### config.mk
export PLATFORM = sky130hd
export DESIGN_NAME = eb_skp_ctrl
export DESIGN_NICKNAME = d
export VERILOG_FILES = /design/src/rtl/eb_pkg.sv /design/src/rtl/eb_skp_ctrl.sv
export SDC_FILE = /design/constraint.sdc
export NUM_CORES = 1
export LEC_CHECK = 0
export CAP_MARGIN = 20
export CELL_PAD_IN_SITES_DETAIL_PLACEMENT = 2
export CELL_PAD_IN_SITES_GLOBAL_PLACEMENT = 2
export CORE_MARGIN = 2
export CORE_UTILIZATION = 30
export DETAILED_ROUTE_END_ITERATION = 6
export DONT_BUFFER_PORTS = 1
export GPL_ROUTABILITY_DRIVEN = 0
export GPL_TIMING_DRIVEN = 0
export PLACE_DENSITY = 0.68
export SKIP_LAST_GASP = 1
export SLEW_MARGIN = 20
export SYNTH_ARGS = -nofsm -noshare
export SYNTH_HDL_FRONTEND = slang
export SYNTH_SLANG_ARGS = --single-unit
### constraint.sdc
create_clock -name clk -period 3.44 [get_ports clk]
set_input_delay 1.032 -clock clk [delete_from_list [all_inputs] [get_ports clk]]
set_output_delay 1.032 -clock clk [all_outputs]
set_load 0.005 [all_outputs]
### src/rtl/eb_pkg.sv
// Shared types and helpers for the RX elastic-buffer read-side controller.
package eb_pkg;

  typedef enum logic [1:0] {
    INIT_FILL = 2'd0,
    RUN       = 2'd1,
    RESYNC    = 2'd2
  } eb_state_e;

  localparam int EB_PTR_WIDTH = 4;
  localparam int DEPTH        = 2 ** (EB_PTR_WIDTH - 1);
  localparam int HALF         = DEPTH / 2;

  function automatic int unsigned eb_depth(input int ptr_width);
    return 2 ** (ptr_width - 1);
  endfunction

  // Prefix-XOR from the MSB down; bits at or above width come out as zero.
  function automatic logic [31:0] gray2bin(input logic [31:0] gray, input int width);
    logic [31:0] bin;
    logic        acc;
    bin = '0;
    acc = 1'b0;
    for (int i = 31; i >= 0; i--) begin
      if (i < width) begin
        acc    = acc ^ gray[i];
        bin[i] = acc;
      end
    end
    return bin;
  endfunction

endpackage

### src/rtl/eb_skp_ctrl.sv
// Read-side controller of the PCIe RX elastic buffer: owns rd_ptr, tracks fill,
// adds/drops one SKP per ordered set for drift, and recovers from under/overflow.
//
// state     | meaning
// INIT_FILL | no reads; wait for the buffer to reach half full
// RUN       | normal reads with SKP insert/delete compensation
// RESYNC    | one cycle; re-centre rd_ptr half a buffer behind the writer
module eb_skp_ctrl
  import eb_pkg::*;
#(
  parameter int PTR_WIDTH = EB_PTR_WIDTH,
  parameter int HI_THRESH = DEPTH - 2,
  parameter int LO_THRESH = HALF / 2
) (
  input  logic                 clk,
  input  logic                 rst,
  input  logic [PTR_WIDTH-1:0] wr_ptr_gray_sync,
  input  logic                 rd_req,
  input  logic                 skp_at_head,
  input  logic                 clr_err,
  output logic [PTR_WIDTH-1:0] rd_ptr,
  output logic                 rd_valid,
  output logic                 skp_insert,
  output logic                 skp_delete,
  output logic [PTR_WIDTH-1:0] fill_level,
  output logic                 underflow,
  output logic                 overflow
);

  localparam logic [PTR_WIDTH-1:0] DEPTH_P = PTR_WIDTH'(eb_depth(PTR_WIDTH));
  localparam logic [PTR_WIDTH-1:0] HALF_P  = PTR_WIDTH'(eb_depth(PTR_WIDTH) / 2);
  localparam logic [PTR_WIDTH-1:0] HI_P    = PTR_WIDTH'(HI_THRESH);
  localparam logic [PTR_WIDTH-1:0] LO_P    = PTR_WIDTH'(LO_THRESH);

  eb_state_e            state_q, state_d;
  logic [PTR_WIDTH-1:0] rd_ptr_q, rd_ptr_d;
  logic [PTR_WIDTH-1:0] wr_bin_q, wr_bin_d;
  logic                 rd_valid_q, rd_valid_d;
  logic                 skp_insert_q, skp_insert_d;
  logic                 skp_delete_q, skp_delete_d;
  logic                 underflow_q, underflow_d;
  logic                 overflow_q, overflow_d;
  logic                 adj_done_q, adj_done_d;

  logic [PTR_WIDTH-1:0] fill;
  logic                 set_uf;
  logic                 set_of;

  // Modulo subtraction gives the true occupancy 0..DEPTH thanks to the wrap bit.
  assign fill = wr_bin_q - rd_ptr_q;

  always_comb begin
    state_d      = state_q;
    rd_ptr_d     = rd_ptr_q;
    wr_bin_d     = PTR_WIDTH'(gray2bin(32'(wr_ptr_gray_sync), PTR_WIDTH));
    rd_valid_d   = 1'b0;
    skp_insert_d = 1'b0;
    skp_delete_d = 1'b0;
    adj_done_d   = adj_done_q & skp_at_head;
    set_uf       = 1'b0;
    set_of       = 1'b0;

    case (state_q)
      INIT_FILL: begin
        if (fill == DEPTH_P) begin
          set_of  = 1'b1;
          state_d = RESYNC;
        end else if (fill >= HALF_P) begin
          state_d = RUN;
        end
      end

      RUN: begin
        if (fill == DEPTH_P) begin
          set_of  = 1'b1;
          state_d = RESYNC;
        end else if (rd_req && fill == '0) begin
          set_uf  = 1'b1;
          state_d = INIT_FILL;
        end else if (rd_req && skp_at_head && !adj_done_q && fill < LO_P) begin
          // Replay a SKP without consuming: the datapath substitutes it.
          skp_insert_d = 1'b1;
          rd_valid_d   = 1'b1;
          adj_done_d   = 1'b1;
        end else if (rd_req && skp_at_head && !adj_done_q && fill > HI_P) begin
          skp_delete_d = 1'b1;
          rd_ptr_d     = rd_ptr_q + 1'b1;
          adj_done_d   = 1'b1;
        end else if (rd_req) begin
          rd_valid_d = 1'b1;
          rd_ptr_d   = rd_ptr_q + 1'b1;
        end
      end

      RESYNC: begin
        rd_ptr_d = wr_bin_q - HALF_P;
        state_d  = RUN;
      end

      default: state_d = INIT_FILL;
    endcase

    underflow_d = (underflow_q & ~clr_err) | set_uf;
    overflow_d  = (overflow_q & ~clr_err) | set_of;
  end

  always_ff @(posedge clk or posedge rst) begin
    if (rst) begin
      state_q      <= INIT_FILL;
      rd_ptr_q     <= '0;
      wr_bin_q     <= '0;
      rd_valid_q   <= 1'b0;
      skp_insert_q <= 1'b0;
      skp_delete_q <= 1'b0;
      underflow_q  <= 1'b0;
      overflow_q   <= 1'b0;
      adj_done_q   <= 1'b0;
    end else begin
      state_q      <= state_d;
      rd_ptr_q     <= rd_ptr_d;
      wr_bin_q     <= wr_bin_d;
      rd_valid_q   <= rd_valid_d;
      skp_insert_q <= skp_insert_d;
      skp_delete_q <= skp_delete_d;
      underflow_q  <= underflow_d;
      overflow_q   <= overflow_d;
      adj_done_q   <= adj_done_d;
    end
  end

  assign rd_ptr     = rd_ptr_q;
  assign rd_valid   = rd_valid_q;
  assign skp_insert = skp_insert_q;
  assign skp_delete = skp_delete_q;
  assign fill_level = fill;
  assign underflow  = underflow_q;
  assign overflow   = overflow_q;

endmodule

# Word level (Yosys, flattened, before mapping)
# Cells that the tools add are included.
[totals] regBits=16 input_bits=9 out_inout_bits=13 elab_cells=81
[op_classes] addsub=3 n_lt_le_gt_ge=3 n_eq_ne=9 mux=36 bitwise=9 n_reduce_logical=12
[ops] operator="$mux W1" count=25
[ops] operator="$mux W4" count=5
[ops] operator="$ne A3 B3 Y1 const B" count=3
[ops] operator="$mux W2" count=4
[ops] operator="$pmux W4 S2" count=1
[ops] operator="$ne A2 B2 Y1 const B" count=3
[ops] operator="$pmux W2 S3" count=1
[ops] operator="$logic_and A1 B1 Y1" count=5
[ops] operator="$reduce_and A5 Y1" count=1
[ops] operator="$add A4 B1 Y4 const B" count=1
[ops] operator="$eq A4 B4 Y1 const B" count=1
[ops] operator="$ge A4 B3 Y1 const B" count=1
[ops] operator="$gt A4 B3 Y1 const B" count=1
[ops] operator="$logic_not A4 Y1" count=1
[ops] operator="$lt A4 B2 Y1 const B" count=1
[ops] operator="$sub A4 B3 Y4 const B" count=1
[ops] operator="$sub A4 B4 Y4" count=1
[ops] operator="$and A1 B1 Y1" count=3
[ops] operator="$xor A1 B1 Y1" count=3
[ops] operator="$eq A2 B1 Y1 const B" count=1
[ops] operator="$eq A2 B2 Y1 const B" count=1
[ops] operator="$logic_not A2 Y1" count=1
[ops] operator="$or A1 B1 Y1" count=2
[ops] operator="$reduce_and A2 Y1" count=1
[ops] operator="other kinds (4)" count=4

# Depth between registers and ports, before layout
[logic_depth] word_depth=8 ltp_mapped=10 mapped_depth_nobuf=10

# Least setup slack after synthesis
# No wires, ideal clock.
[synth_timing] path_kind="flip-flop to output port" start="reg rd_ptr_q[2] (netlist: rd_ptr[2])" end="out fill_level[3]" t_arrival_ns=1.519 t_required_ns=2.408 setup_slack_ns=0.889 stages_incl_launch_ff=6 n_path_buf=0 cell_sequence="dfrtp_1 -> inv_1 -> ha_1 -> and3b_4 -> or3_4 -> nand2_1"
[synth_via] elab_chain_cells=1
[synth_lines] item="from (decl)" line_no="eb_skp_ctrl.sv:36" source="logic [PTR_WIDTH-1:0] rd_ptr_q, rd_ptr_d;"
[synth_lines] item="from (signal assigned)" line_no="eb_skp_ctrl.sv:120" source="rd_ptr_q <= rd_ptr_d;"
[synth_lines] item="$sub A4 B4 Y4" line_no="eb_skp_ctrl.sv:50" source="assign fill = wr_bin_q - rd_ptr_q;"
[synth_lines] item="to (decl)" line_no="eb_skp_ctrl.sv:25" source="output logic [PTR_WIDTH-1:0] fill_level,"
# No other way between the ends.

# Final worst setup path
# Same ends and word-level chain as after synthesis.

==> impl_results.md <==
* DP Worst Slack at 0.573 ns
* RSZ-0062 raised after global routing: false
* TritonCTS Buffers at 3
* Fin util at 33.6%
* Worst path depth at 5
* CTS sink count at 16
* Final net count at 115
* Buf+Inv Stages, Crit Path at 1
* VDD IR max at 0.284 mV
* Largest net degree at the start of global routing at 17
* Yosys top cell by area: dfrtp_1
* Worst Skew at 0.00857 ns
* Drt first pass iters at 4
* Clock Pin Slew Worst Setup and Hold Paths at 0.11 ns
* First-pass GRT wire length at 4040 µm
* Outcome: finished clean
* Reg2Reg Depth at 9
* Share of post-route cells with drive strength above 1 at 9.00%
* Worst flop-to-flop path startpoint: rd_ptr[0]
* DR vias/cell at 5.59
* Maximum clock frequency at 317 MHz
* Maximum clock path buffer count at 2
* Die height at 59.4 µm
* Top Ports at 22
* MaxCap Viol Count at 0
* Initial antenna violation count at 0
* CP delay by family, top: simple AND/OR/NAND/NOR gates
* FILL cells at 347
* Largest family of logic cells by synthesized area: compound AO/OA/AOI/OAI gates
* GRT Util Overall at 16.0%
* Final setup vio count at 0
* Endpoints failing hold at 0
* Pwr dens at 965 nW/µm²
* CP arrival at 2.12 ns
* Sequential share of power at 32.4%
* WL final at 2540 µm
* WHS Endpoint: adj_done_q
* Share of the synthesized area in the top cell type at 43.4%
* Site Rows at 20
* WL/cell at 19.1 µm
* Crit path kind: reg -> out
* Mapped Cells at 96
* Startpoint class of the critical path: flop
* Skew-Pair Late Insertion Delay at 0.30 ns
* Pins Over Slew Limit at 0
* CP required at 2.41 ns
* Ant diodes at 0
* DRT antenna net count at 0
* Post-CTS Setup Bufs at 0
* Pwr Total at 0.965 mW
* Reg2reg setup slack at 0.67 ns
* Simple-Gate Fraction of Synth Area at 16.8%
* Die width at 59.4 µm
* Post-Syn Nets at 110
* Tmin final at 3.15 ns
* Int Power at 0.517 mW
* CP max-delay cell: dfrtp_1
* Combinational group share of total power at 53.8%
* Ranking of synthesized cells by area: dfrtp_1 43%, ha_1 5.4%, inv_1 5.3%
* CTS tree: yes
* Max FO, Critical Path at 5
* Via count at 744
* Power share of the clock group at 13.8%
* Post-synthesis compound-gate area fraction at 19.7%
* Period utilisation layout at 91.7%
* Mux cell area share after synthesis at 1.09%
* Leak at 0.470 nW
* Post-DP HPWL at 1990 µm
* Area grow syn2layout at 8.41%
* PnR worst setup slack at 0.286 ns
* Seq/Total Area, Yosys at 43.4%
* Net Switching at 0.448 mW
* Ys Warns at 0
* Count of buffers from port buffering at 0
* Clk root buf: clkbuf_4
* Hold_sp: adj_done_q
* # DRC at 0
* XOR/XNOR share of the synthesized area at 5.70%
* Starting DRT DRC Count at 15
* Sw Ratio at 46.4%
* H-tree depth at 1
* Cts repair resizes at 0
* Rel. slew slack at 57.8%
* Worst hold path cell count at 2
* Worst path max stage delay at 0.49 ns
* RR Endpoint: rd_ptr[2]
* Avg Cell Area, Syn at 9.61 µm²
* Worst Setup End Kind: primary output
* Synth Cell Area at 922 µm²
* Setup TNS at 0 ns
* Measured slew at the worst slew-check pin at 0.632 ns
* Die Footprint at 3530 µm²
* Cts hold-fix bufs at 0
* Initial Utilization at 31.0%
* Hold Crit Class: reg -> reg
* Critical-path cell list: inv_1 -> ha_1 -> and3b_4 -> o21ai_0 -> nand2_1
* Flops & latches, synth at 16
* Vias in the first global route at 818
* Area of the core at 2980 µm²
* Post-synth cell types at 34
* Congestion Overflow GR at 0
* Adder-cell share of the synthesized area at 7.60%
==> flip-flops by register name (all words and copies together), names as in the netlist <==
name and flops:
skp_delete 1, state_q 2, rd_ptr 4, adj_done_q 1
overflow 1, skp_insert 1, underflow 1, wr_bin_q 4
rd_valid 1
==> stage by stage <==
step,cell area [µm²],hold WS (ns),std cells
global placement,963,0.464,129
finish,1000,0.508,133
floorplan,922,0.448,96
detailed placement,963,0.489,129
global route,1000,0.540,133
CTS,1000,0.512,133
==> cell families (layout without fill, tap and decap cells) <==
group	after synthesis	after routing
compound gates	26	26
xor+xnor	6	6
fa+ha+maj	5	5
buf+inv	14	18
flops	16	16
mux	1	1
simple gates	28	28
==> power by group through the flow <==
stage / clock network [mW] / registers (mW) / logic, mW
floorplan: 0 / 0.299 / 0.400
global placement: 0 / 0.317 / 0.499
detailed placement: 0 / 0.320 / 0.527
CTS: 0.137 / 0.317 / 0.530
global route: 0.145 / 0.324 / 0.593
finish: 0.133 / 0.313 / 0.519
==> routing by layer <==
| metal | vias up | share of wire (%) | track usage [%] |
|---|---|---|---|
| met5 | - | 0 | 0 |
| met4 | 0 | 0.75 | 5.84 |
| met3 | 2 | 3.1 | 3.28 |
| met2 | 13 | 52 | 27.5 |
| met1 | 378 | 44 | 19.7 |
| li1 | 351 | - | - |
==> final cells by class <==
type / instances / area, µm² / area share (%)
Inverter: 13 / 48.8 / 4.88
Multi-Input combinational cell: 66 / 469 / 46.9
Tap cell: 33 / 41.3 / 4.13
Clock buffer: 4 / 36.3 / 3.63
Sequential cell: 16 / 400 / 40.1
Buffer: 1 / 3.75 / 0.375
==> cell usage after synthesis <==
library cell,instances
nand3b_1,1
a21boi_0,1
a21o_1,1
nor2_1,7
or3_2,1
and3b_4,1
o22ai_1,3
and3b_1,1
a2bb2oi_1,1
nor2b_1,2
a32oi_1,1
ha_1,4
nand2b_1,1
xnor2_1,2
mux2i_1,1
a21oi_1,2
nand3_1,3
or3_4,1
o21ai_0,6
dfrtp_1,16
inv_1,13
nor3_1,3
clkbuf_1,1
nand2_1,5
a31oi_1,3
and3_1,1
xor2_1,4
a311oi_1,2
fa_1,1
a21o_2,1
a311o_1,1
a22o_1,1
o32ai_1,3
and3_2,1
==> placed cells by master, fill, tap and decap left out, types with 3 or more instances in the layout <==
master / instances
a31oi_1: 3
o22ai_1: 3
ha_1: 4
nand3_1: 3
xor2_1: 4
nand2_1: 5
dfrtp_1: 16
o21ai_0: 6
o32ai_1: 3
nor3_1: 3
clkbuf_4: 3
nor2_1: 7
inv_1: 13
==> how the worst max path moves through the flow <==
stage / startpoint / endpoint / slack (ns)
2_1_floorplan: rd_ptr[2] / fill_level[3] / 0.89
3_3_place_gp: rd_ptr[2] / fill_level[3] / 0.68
3_5_place_dp: rd_ptr[0] / rd_ptr[2] / 0.57
4_1_cts: rd_ptr[2] / fill_level[3] / 0.27
5_1_grt: rd_ptr[2] / fill_level[3] / 0.12
6_report: rd_ptr[2] / fill_level[3] / 0.29
==> worst register-to-register path: stages (launching register included) <==
cell,delay (ns)
dfrtp_1,0.46
ha_1,0.20
inv_1,0.05
fa_1,0.37
xnor2_1,0.31
inv_1,0.17
nor3_1,0.42
nand3b_1,0.35
nor2_1,0.07
a311oi_1,0.29
(Power assumes the default switching activity.)
